File: config.mk
export PLATFORM = sky130hd
export DESIGN_NAME = br_reg_bank
export DESIGN_NICKNAME = d
export VERILOG_FILES = /design/src/rtl/br_pkg.sv /design/src/rtl/br_read_port.sv /design/src/rtl/br_reg_bank.sv
export SDC_FILE = /design/constraint.sdc
export NUM_CORES = 2
export LEC_CHECK = 0
export ABC_AREA = 1
export CAP_MARGIN = 20
export CORE_UTILIZATION = 45
export CTS_BUF_LIST = sky130_fd_sc_hd__clkbuf_8
export CTS_CLUSTER_DIAMETER = 30
export DETAILED_ROUTE_END_ITERATION = 10
export PLACE_DENSITY = 0.62
export SKIP_LAST_GASP = 1
export SLEW_MARGIN = 5
export SYNTH_ARGS = -nofsm -noshare
export SYNTH_HDL_FRONTEND = slang
export SYNTH_SLANG_ARGS = --single-unit
export TNS_END_PERCENT = 100
File: constraint.sdc
create_clock -name clk -period 1.9 [get_ports clk]
set_input_delay 0.19 -clock clk [delete_from_list [all_inputs] [get_ports clk]]
set_output_delay 0.19 -clock clk [all_outputs]
set_load 0.005 [all_outputs]
File: src/rtl/br_pkg.sv
// br_pkg: shared widths, depth and types for the br_reg_bank register file.
package br_pkg;
    localparam int BR_DATA_W = 32;
    localparam int BR_ADDR_W = 5;
    localparam int NREGS = 2 ** BR_ADDR_W;
    typedef logic [BR_ADDR_W-1:0] br_addr_t;
    typedef logic [BR_DATA_W-1:0] br_data_t;
    localparam br_addr_t ZERO_REG = 5'd0;
endpackage

File: src/rtl/br_read_port.sv
// br_read_port: one combinational read port with x0 zeroing and, under BR_BYPASS_EN,
// same-cycle write-through forwarding from the write port.
module br_read_port
    import br_pkg::*;
#(
    parameter int DATA_W = BR_DATA_W
) (
    input  br_addr_t          addr_i,
    input  logic [DATA_W-1:0] regs_i [NREGS],
    input  logic              rst_n_i,
    input  logic              we_i,
    input  br_addr_t          a3_i,
    input  logic [DATA_W-1:0] wd3_i,
    output logic [DATA_W-1:0] rd_o
);
    logic [DATA_W-1:0] arr_rd;

    assign arr_rd = (addr_i == ZERO_REG) ? '0 : regs_i[addr_i];

`ifdef BR_BYPASS_EN
    // Forward only a write the bank would actually commit at the next edge.
    assign rd_o = (rst_n_i && we_i && a3_i != ZERO_REG && addr_i == a3_i) ? wd3_i : arr_rd;
`else
    logic unused_wr;
    assign unused_wr = ^{rst_n_i, we_i, a3_i, wd3_i};
    assign rd_o = arr_rd;
`endif
endmodule

File: src/rtl/br_reg_bank.sv
// br_reg_bank: 32x32 RISC-V integer register file, two combinational reads, one sync write.
// Optional write-through forwarding is enabled by defining BR_BYPASS_EN.
module br_reg_bank
    import br_pkg::*;
#(
    parameter int DATA_W = BR_DATA_W
) (
    input  logic              clk,
    input  logic              rst_n,
    input  logic              we,
    input  br_addr_t          a1,
    input  br_addr_t          a2,
    input  br_addr_t          a3,
    input  logic [DATA_W-1:0] wd3,
    output logic [DATA_W-1:0] rd1,
    output logic [DATA_W-1:0] rd2
);
    logic [DATA_W-1:0] BankReg [0:NREGS-1];

    always_ff @(posedge clk or negedge rst_n) begin
        if (!rst_n) begin
            for (int i = 0; i < NREGS; i++) BankReg[i] <= '0;
        end else if (we && a3 != ZERO_REG) begin
            BankReg[a3] <= wd3;
        end
    end

    br_read_port #(.DATA_W(DATA_W)) u_rp1 (
        .addr_i (a1),
        .regs_i (BankReg),
        .rst_n_i(rst_n),
        .we_i   (we),
        .a3_i   (a3),
        .wd3_i  (wd3),
        .rd_o   (rd1)
    );

    br_read_port #(.DATA_W(DATA_W)) u_rp2 (
        .addr_i (a2),
        .regs_i (BankReg),
        .rst_n_i(rst_n),
        .we_i   (we),
        .a3_i   (a3),
        .wd3_i  (wd3),
        .rd_o   (rd2)
    );
endmodule

==> metrics.yaml <==
power_and_ir_drop:
  swShare_pct: 31.4
  comb_power_share_pct: 22.2
  p_int_mw: 56.5
  p_total_mw: 82.4
  pwr-share-clk_pct: 41.0
  powerDensity_mw_per_mm2: 1090
  p_leak_nw: 36.1
  switchingPower_mw: 25.9
  p_seq_share_pct: 36.8
  peakVddDrop_mv: 0.796
routing:
  via_per_inst: 5.76
  post-route-drc-count: 0
  drt_pre_antenna_iters: 9
  wl_per_cell_um: 22.0
  ant_nets: 0
  num_vias: 61600
  drt_iter0_markers: 6946
  drt_wl_total_mm: 235
yosys:
  synthesis.area_sq_mm: 0.0569
  synth_cell_type_count: 28
  synth-seq-cells: 1024
  syn-num-nets: 8371
  syn_area_per_cell_sq_um: 6.84
  synth-seq-area-share_pct: 45.0
  synth-edff-count: 0
  synth_async_sr_flop_share_pct: 100
  dominantRegCellSynth: "dfrtp_1"
  syn_inst: 8321
  yosys_warnings: 0
critical_path:
  path_cells: "buf_6, a21oi_2, o21ai_1, a21oi_1, nor2_1, nor2_2, nor2_4, buf_2"
  crit_start: "BankReg[781]"
  regToRegEndpoint: "BankReg[413]"
  crit_fanout: 2
  cp.required_ns: 1.71
  crit_cells: 8
  cp_top_family: "compound AO/OA/AOI/OAI gates"
  critical-path-max-stage-delay_ns: 0.40
  timing.rr.start: "BankReg[413]"
  crit_buf_inv: 2
  ff2ff_path_depth: 5
  crit_slowest_cell: "dfrtp_1"
  worstPathArrival_ns: 2.39
  worstSetupPathType: "register to output port"
  critPathLaunchType: "register"
  r2r_slack_ns: 0.89
  end_kind: "output port"
clock_network:
  cts_sinks: 1024
  cts_root_buffer: "clkbuf_8"
  cts_buffer_depth: 4
  cts_tree: "yes"
  clkLatencyLatePin_ns: 0.99
  cts_buffers: 282
  htreeDepth: 5
  clk_pin_slew_worst_paths_ns: 0.06
final_layout:
  largest_reg_flops: 1024
  layout_common_cells: "2734 x nand2_1, 1187 x nand3_1, 1023 x dfrtp_1, 740 x nor2_1, 705 x a21oi_1"
  top_regs: "BankReg x1024"
  final_common_cell: "nand2_1"
  regMostFlops: "BankReg"
  final_area_sq_mm: 0.0757
  drive_above_1_share_pct: 21.5
  syn2layout_area_growth_pct: 32.9
  fin_nets: 8895
global_routing:
  antenna_found_initial: 3
  grt_start_max_net_pins: 97
  overflow: 0
  grt_pass1_vias: 58400
  grt_usage_pct: 36.3
  grt_pass1_wl_mm: 355
sta:
  fin_ws_ns: -0.678
  rsz0062_at_grt: "true"
  setup_viol: 64
  finalClockSkew_ns: 0
  hold_violations: 0
  fmax_mhz: 388
  tightestPinTransition_ns: 0.588
  final_period_minus_worst_setup_slack_ns: 2.58
  report.final.slew_viol_count: 0
  fin_crit_sh_pct: 136
  maxSlewHeadroom_pct: 60.8
  finalSetupTns_ns: -31.55
floorplanning:
  row_count: 130
  die_w_um: 358
  core_area_sq_mm: 0.126
  start_util_pct: 45.3
  die_y_um: 358
  dieArea_sq_mm: 0.128
  io-pin-count: 114
worst_hold_path:
  hold_path_depth: 4
  min_from: "wd3[17]"
  holdPathEnd: "BankReg[625]"
  hold_class: "input pin to register"
outcome:
  failed_checks: "setup timing"
  status: "finished, violations left"
place:
  gpl.final_weighted_congestion: 0.928
  dpl_worst_slack_ns: -0.666
  placed_area_sq_mm: 0.0655
  port_buffers: 113
  dp_hpwl_mm: 149
flow_run:
  cap_viol_max_count: 0
==> layout make-up <==
class	instances	area (sq um)
Tap cell	1650	2060
Timing Repair Buffer	997	11200
Clock inverter	150	1850
Antenna cell	3	7.51
Clock buffer	336	4620
Multi-Input combinational cell	6428	29900
Fill cell	11200	49900
Inverter	112	468
Sequential cell	1024	25600
==> worst max path at each step <==
stage	endpoint	slack, ns
final	rd2[13]	-0.68
after global routing	rd2[13]	-0.72
after CTS	rd2[13]	-0.73
after detailed placement	rd2[14]	-0.67
after global placement	rd2[14]	-0.71
after floorplan	rd1[25]	0.24
==> cells by family (layout without fill, tap and decap cells) <==
group	count (synthesis)	count (layout)	synth area share, %
AND/OR/NAND/NOR	5180	5180	37.6
AO/OA/AOI/OAI	1248	1248	11.0
flip-flops	1024	1024	45.0
buffers and inverters	869	1595	6.33
other	0	3	0
==> power groups by stage <==
stage	combinational, mW	clock, mW	sequential [mW]
final	18.3	33.8	30.3
after global routing	20.4	35.2	30.9
after CTS	16.9	34.0	30.1
after detailed placement	15.4	0	30.5
after global placement	15.0	0	30.5
after floorplan	10.2	0	29.5
==> stage by stage <==
step                      std cells  utilization [%]  hold slack, ns
after floorplan                8321                -          -0.106
after global placement        10000             52.1           0.119
after detailed placement      10000             52.1           0.130
after CTS                     10600             58.8        0.000924
after global routing          10700             60.3           0.109
final                         10700             60.3          0.0887
==> metal layers <==
metal / share of wire [%] / global-route usage, %
met3: 11 / 8.20
met1: 40 / 48.9
met2: 44 / 54.6
met5: 0.0051 / 0
met4: 5.3 / 18.6
==> synth_stat cells (6+ instances only) <==
library cell,count,area (sq um)
nand2_1,2903,10900
nand3_1,1365,6830
dfrtp_1,1024,25600
nor2_1,878,3300
a21oi_1,731,3660
clkbuf_1,490,1840
o21ai_0,489,2450
buf_2,152,761
inv_1,102,383
buf_1,80,300
buf_4,28,210
o21ai_1,16,80.1
o211ai_1,12,90.1
nor2_8,9,180
inv_2,8,30.0
buf_6,6,67.6
==> worst min-delay path: cells and delay by family <==
family,cells,cell delay (ns)
AO/OA/AOI/OAI,1,0.10
buffers and inverters,3,0.75
==> timing repair <==
| action | in CTS | in global routing |
|---|---|---|
| endpoints found under the setup margin | 64 | 64 |
| pin swaps | 343 | 403 |
| hold buffers | 20 | 0 |
| endpoints found under the hold margin | 1067 | 0 |
| gates resized for setup | 588 | 400 |
| buffers inserted | 127 | 74 |
(Power assumes the default switching activity.)
